==> config.mk <==
export PLATFORM = sky130hd
export DESIGN_NAME = spi_slave_responder
export DESIGN_NICKNAME = d
export VERILOG_FILES = /design/src/rtl/spi_slave_pkg.sv /design/src/rtl/spi_slave_shreg.sv /design/src/rtl/spi_slave_responder.sv
export SDC_FILE = /design/constraint.sdc
export NUM_CORES = 1
export LEC_CHECK = 0
export ABC_CLOCK_PERIOD_IN_PS = 5050
export CORE_MARGIN = 4
export CORE_UTILIZATION = 45
export DETAILED_ROUTE_END_ITERATION = 8
export PLACE_DENSITY = 0.7
export SLEW_MARGIN = 20
export SYNTH_ARGS = -nofsm -noshare
export SYNTH_HDL_FRONTEND = slang
export SYNTH_SLANG_ARGS = --single-unit
==> constraint.sdc <==
create_clock -name spi_clk -period 5.05 [get_ports spi_clk]
set_input_delay 0.7575 -clock spi_clk [delete_from_list [all_inputs] [get_ports spi_clk]]
set_output_delay 0.7575 -clock spi_clk [all_outputs]
set_load 0.01 [all_outputs]
==> src/rtl/spi_slave_pkg.sv <==
// Shared types and constants for the SPI slave responder and its shift register.
// No logic of its own; no latency, no flow control.
package spi_slave_pkg;

   typedef enum logic {
      IDLE  = 1'b0,
      SHIFT = 1'b1
   } state_t;

   localparam int CHAR_LEN_MAX = 128;

   localparam logic [CHAR_LEN_MAX-1:0] TX_IDLE_DEFAULT = '0;

   // Bit counter width: enough to count 0..CHAR_LEN-1, never narrower than 1.
   function automatic int cnt_width(input int char_len);
      return (char_len < 2) ? 1 : $clog2(char_len);
   endfunction

endpackage

==> src/rtl/spi_slave_shreg.sv <==
// Shared RX/TX shift register: serial-in/serial-out in either bit order, parallel load wins over shift.
// Updates on the clock edge after load/shift; no backpressure.
module spi_slave_shreg #(
   parameter int                  CHAR_LEN  = 32,
   parameter bit                  LSB_FIRST = 1'b0,
   parameter logic [CHAR_LEN-1:0] RST_VAL   = '0
) (
   input  logic                spi_clk,
   input  logic                spi_rst_n,
   input  logic                load,
   input  logic [CHAR_LEN-1:0] load_dat,
   input  logic                shift,
   input  logic                ser_in,
   output logic                ser_out,
   output logic [CHAR_LEN-1:0] par_shift
);

   logic [CHAR_LEN-1:0] sreg;

   // par_shift is the register value after the current shift, i.e. the
   // complete received word on the cycle that takes in the last bit.
   generate
      if (LSB_FIRST) begin : g_lsb
         assign par_shift = {ser_in, sreg[CHAR_LEN-1:1]};
         assign ser_out   = sreg[0];
      end else begin : g_msb
         assign par_shift = {sreg[CHAR_LEN-2:0], ser_in};
         assign ser_out   = sreg[CHAR_LEN-1];
      end
   endgenerate

   always_ff @(posedge spi_clk or negedge spi_rst_n) begin
      if (!spi_rst_n) begin
         sreg <= RST_VAL;
      end else if (load) begin
         sreg <= load_dat;
      end else if (shift) begin
         sreg <= par_shift;
      end
   end

endmodule

==> src/rtl/spi_slave_responder.sv <==
// SPI slave clocked by the serial clock: one CHAR_LEN character in on MOSI / out on MISO per transfer.
// rx_valid on the last-bit posedge, held until rx_ready; one-entry TX holding register, underrun/overrun pulses.
`ifndef SPI_SS_NB
`define SPI_SS_NB 8
`endif

module spi_slave_responder
   import spi_slave_pkg::*;
#(
   parameter int                  SS_NB     = `SPI_SS_NB,
   parameter int                  SS_IDX    = 0,
   parameter int                  CHAR_LEN  = 32,
   parameter bit                  LSB_FIRST = 1'b0,
   parameter logic [CHAR_LEN-1:0] TX_IDLE   = CHAR_LEN'(TX_IDLE_DEFAULT)
) (
   input  logic                spi_clk,
   input  logic                spi_rst_n,
   input  logic [SS_NB-1:0]    ss_pad_i,
   input  logic                mosi_pad_i,
   output logic                miso_pad_o,
   input  logic [CHAR_LEN-1:0] tx_data,
   input  logic                tx_valid,
   output logic                tx_ready,
   output logic [CHAR_LEN-1:0] rx_data,
   output logic                rx_valid,
   input  logic                rx_ready,
   output logic                tx_underrun,
   output logic                rx_overrun,
   output logic                xfer_abort
);

   localparam int            CW   = cnt_width(CHAR_LEN);
   localparam logic [CW-1:0] LAST = CW'(CHAR_LEN - 1);

   state_t              state;
   logic [CW-1:0]       bit_cnt;
   logic [CHAR_LEN-1:0] hold_dat;
   logic                hold_full;
   logic                sh_full;
   logic                out_en;
   logic                sel;
   logic                ss_unused;
   logic                char_start;
   logic                last_bit;
   logic                abort;
   logic                refill;
   logic                sh_load;
   logic [CHAR_LEN-1:0] sh_load_dat;
   logic [CHAR_LEN-1:0] sh_next;
   logic                ser_out;

   assign sel       = ~ss_pad_i[SS_IDX];
   assign ss_unused = &ss_pad_i;

   assign char_start = sel && (bit_cnt == '0);
   assign last_bit   = sel && (state == SHIFT) && (bit_cnt == LAST);
   assign abort      = !sel && (state == SHIFT) && (bit_cnt != '0);
   // Idle refill only while deselected, so the first bit is stable before the first edge.
   assign refill     = (state == IDLE) && !sel && !sh_full && hold_full;

   assign sh_load     = last_bit | abort | refill;
   assign sh_load_dat = hold_full ? hold_dat : TX_IDLE;

   assign tx_ready   = ~hold_full;
   assign miso_pad_o = sel & out_en & ser_out;

   spi_slave_shreg #(
      .CHAR_LEN  (CHAR_LEN),
      .LSB_FIRST (LSB_FIRST),
      .RST_VAL   (TX_IDLE)
   ) u_shreg (
      .spi_clk   (spi_clk),
      .spi_rst_n (spi_rst_n),
      .load      (sh_load),
      .load_dat  (sh_load_dat),
      .shift     (sel),
      .ser_in    (mosi_pad_i),
      .ser_out   (ser_out),
      .par_shift (sh_next)
   );

   always_ff @(posedge spi_clk or negedge spi_rst_n) begin
      if (!spi_rst_n) begin
         state       <= IDLE;
         bit_cnt     <= '0;
         tx_underrun <= 1'b0;
         xfer_abort  <= 1'b0;
         out_en      <= 1'b0;
      end else begin
         out_en      <= 1'b1;
         // A character that begins from the idle pattern is the underrun event.
         tx_underrun <= char_start & ~sh_full;
         xfer_abort  <= abort;
         if (sel) begin
            state   <= SHIFT;
            bit_cnt <= last_bit ? '0 : bit_cnt + CW'(1);
         end else begin
            state   <= IDLE;
            bit_cnt <= '0;
         end
      end
   end

   always_ff @(posedge spi_clk or negedge spi_rst_n) begin
      if (!spi_rst_n) begin
         hold_dat  <= '0;
         hold_full <= 1'b0;
         sh_full   <= 1'b0;
      end else begin
         if (sh_load) begin
            sh_full <= hold_full;
         end
         if (sh_load && hold_full) begin
            hold_full <= 1'b0;
         end else if (tx_valid && tx_ready) begin
            hold_full <= 1'b1;
            hold_dat  <= tx_data;
         end
      end
   end

   always_ff @(posedge spi_clk or negedge spi_rst_n) begin
      if (!spi_rst_n) begin
         rx_data    <= '0;
         rx_valid   <= 1'b0;
         rx_overrun <= 1'b0;
      end else begin
         rx_overrun <= 1'b0;
         if (last_bit && rx_valid && !rx_ready) begin
            rx_overrun <= 1'b1;
         end else if (last_bit) begin
            rx_data  <= sh_next;
            rx_valid <= 1'b1;
         end else if (rx_ready) begin
            rx_valid <= 1'b0;
         end
      end
   end

endmodule
==> results.yml <==
run_status:
  outcome: "complete, no violations"
yosys:
  syn_avg_cell_area_um2: 12.4
  synthTopCellsByArea: "sky130_fd_sc_hd__dfrtp_1, sky130_fd_sc_hd__mux2_2, sky130_fd_sc_hd__o2111ai_1"
  mappedNetlistNets: 421
  synthArstFlopShare_pct: 100
  synth.yosys.seq_area_share_pct: 58.9
  synthesis.instances: 373
  area_of_the_mapped_netlist_um2: 4630
  synthesis.yosys.warnings: 0
  synthDistinctLibCells: 32
  synth_top_area_share_pct: 58.9
  synthFlopType: "sky130_fd_sc_hd__dfrtp_1"
  yosys_register_bits: 109
  post-synth-top-area-cell: "sky130_fd_sc_hd__dfrtp_1"
  synth_enable_flop_cells: 0
grt:
  wire_length_of_the_first_global_routing_pass_um: 16300
  grt_pass1_vias: 3221
  grt_antenna_before_repair: 0
  grtUsageTotal_pct: 17.4
  gr-total-overflow: 0
  grt_max_degree: 70
placement:
  place.detailed.instances: 554
  count_of_input_and_output_buffers: 75
  gp_congestion: 0.765
  detailed_place_hpwl_um: 6230
clock_tree:
  postCtsResizedCells: 0
  clkSlewWorstSetupHoldPaths_ns: 0.10
  cts-buffers-inserted: 9
  tritoncts_num_sinks: 109
  clk_root_buffer_cell: "sky130_fd_sc_hd__clkbuf_8"
  clock_latency_on_the_worst_skew_pair_ns: 0.37
  post-cts-setup-buffer-count: 0
  cts.hold.buffers_added: 0
  deepest_level_of_the_cts_h_tree: 3
  clockBufferDepth: 2
  cts_tree: "yes"
die:
  initial_utilization_pct: 46.8
  floorplan.die.width_um: 109
  vertical_die_dimension_um: 109
  io_pins: 83
  cell_row_count: 36
  floorplan.die_area_um2: 12000
  core_region_area_um2: 9910
layout:
  areaGrowthSynthToFinish_pct: 22.1
  final_core_utilization_pct: 57.1
  fillCellCount: 891
  layoutNonFillerInstCount: 570
  footprint_of_the_multi_input_gates_um2: 1750
  insertedDiodeCount: 0
  final-seq-area_um2: 2730
  num-nets-final: 480
  drive_gt1_share_pct: 20.8
sta:
  setup_violations: 0
  final_hold_vios: 0
  slew_headroom_pct: 25.0
  fin_worst_skew_ns: 0.0170
  setup-tns-final_ns: 0
  maxClockFrequency_mhz: 294
  worstMarginPinSlew_ns: 1.12
  layout_worst_path_cycle_share_pct: 67.4
  finalWorstPathRequiredPeriod_ns: 3.41
  rsz0062_at_grt: "false"
  drv_slew: 0
hold_path:
  hold_path_class: "reg -> reg"
  worstHoldStart: "bit_cnt[0]"
  hold_end: "bit_cnt[0]"
  hold_depth: 1
critical_path:
  critPathArrivalTime_ns: 2.65
  reg2reg_slack_ns: 2.50
  critPathKind: "in -> out"
  timing.critical_path.fanout_max: 19
  r2r_end: "rx_data[22]"
  start_kind: "input pin"
  required_ns: 4.29
  r2r_cells: 6
  r2r_start: "bit_cnt[0]"
  critPathCaptureType: "primary output"
run:
  timing.max_cap.violations: 0
pwr:
  vdd_drop_max_mv: 0.220
  total_leakage_power_nw: 2.44
  cellPowerDensity_nw_per_um2: 426
detailed_routing:
  num_vias: 3176
  totalWireLength_um: 9970
  ant_nets: 0
  route.detailed.vias_per_inst: 5.57
  post_dr_wirelength_cell_um: 17.5
  firstDrtPassIters: 4
  first_iter_violations: 136
  drt_drc_violations_left: 0
final cells by class:
cell class                 count  area share (%)
inverter                       6           0.398
clock buffer                  10            2.26
timing repair buffer          80            13.9
clock inverter                 6            1.39
multi-input combinational    226            30.9
sequential                   109            48.2
tap                          133            2.94
synthesized netlist by cell type (all sizes together) (2+ instances only):
library cell and instances:
dfrtp 109, nand2 66, mux2 64, o2111ai 32, o211ai 32, buf 17
clkbuf 15, inv 6, nor2 5, ha 3, nor2b 3, a21oi 2
and3 2, o221ai 2
cells by family after synthesis:
kind of cell / synth area share (%)
xor gates and xnor gates: 0.378
DFF: 58.9
and+or+nand+nor: 7.97
buffers and inverters: 3.83
AOI/OAI and AO/OA: 12.5
adders and majority gates: 0.810
other: 0.0809
muxes: 15.6
worst max-delay path by stage:
stage                           start          end  cells past startpoint
after CTS                 ss_pad_i[0]   miso_pad_o                      4
after global routing      ss_pad_i[0]   miso_pad_o                      4
after global placement    ss_pad_i[0]  rx_data[16]                      4
final                     ss_pad_i[0]   miso_pad_o                      4
after detailed placement  ss_pad_i[0]  rx_data[22]                      4
after floorplan            bit_cnt[0]  rx_data[21]                      8
critical path, stage by stage:
cell                              delay [ns]
sky130_fd_sc_hd__clkdlybuf4s50_1        0.97
sky130_fd_sc_hd__inv_1                  0.21
sky130_fd_sc_hd__and3_1                 0.22
sky130_fd_sc_hd__clkdlybuf4s50_1        0.49
layer usage:
| metal | vias to the layer above | track usage (%) | share of wire (%) |
|---|---|---|---|
| met4 | 0 | 5.70 | 1.4 |
| li1 | 1464 | - | - |
| met3 | 12 | 2.94 | 3.6 |
| met1 | 1633 | 23.9 | 46 |
| met2 | 67 | 28.2 | 49 |
| met5 | - | 0 | 0 |
report_power, final:
group	switching (W)	total [W]	internal, W
combinational	0.000277	0.000560	0.000283
clock	0.000315	0.000555	0.000241
sequential	0.000169	0.00129	0.00112
total	0.000761	0.00241	0.00165
placed cells by master, fill, tap and decap left out, types with 3 or more instances in the layout:
master	netlist	layout
sky130_fd_sc_hd__inv_1	6	6
sky130_fd_sc_hd__dfrtp_1	109	109
sky130_fd_sc_hd__o211ai_1	32	32
sky130_fd_sc_hd__clkdlybuf4s50_1	0	74
sky130_fd_sc_hd__clkbuf_8	0	9
sky130_fd_sc_hd__nand2_1	66	66
sky130_fd_sc_hd__o2111ai_1	32	32
sky130_fd_sc_hd__mux2_2	63	63
sky130_fd_sc_hd__ha_1	3	3
sky130_fd_sc_hd__nor2_1	5	5
sky130_fd_sc_hd__buf_4	6	6
state kept, by name (all words and copies together), names as in the netlist:
name          count
u_shreg.sreg     32
hold_dat         32
rx_overrun        1
bit_cnt           5
rx_valid          1
hold_full         1
state             1
tx_underrun       1
sh_full           1
rx_data          32
xfer_abort        1
out_en            1
stage by stage:
stage	setup WS, ns	power, W	hold slack (ns)	area (um2)
2_1_floorplan	3.10	0.00168	0.455	4630
3_3_place_gp	1.57	0.00185	0.480	5450
3_5_place_dp	1.56	0.00188	0.484	5450
4_1_cts	1.65	0.00243	0.500	5660
5_1_grt	1.58	0.00256	0.523	5660
6_report	1.64	0.00241	0.494	5660
Note: power is estimated with default switching activity, not from simulation.
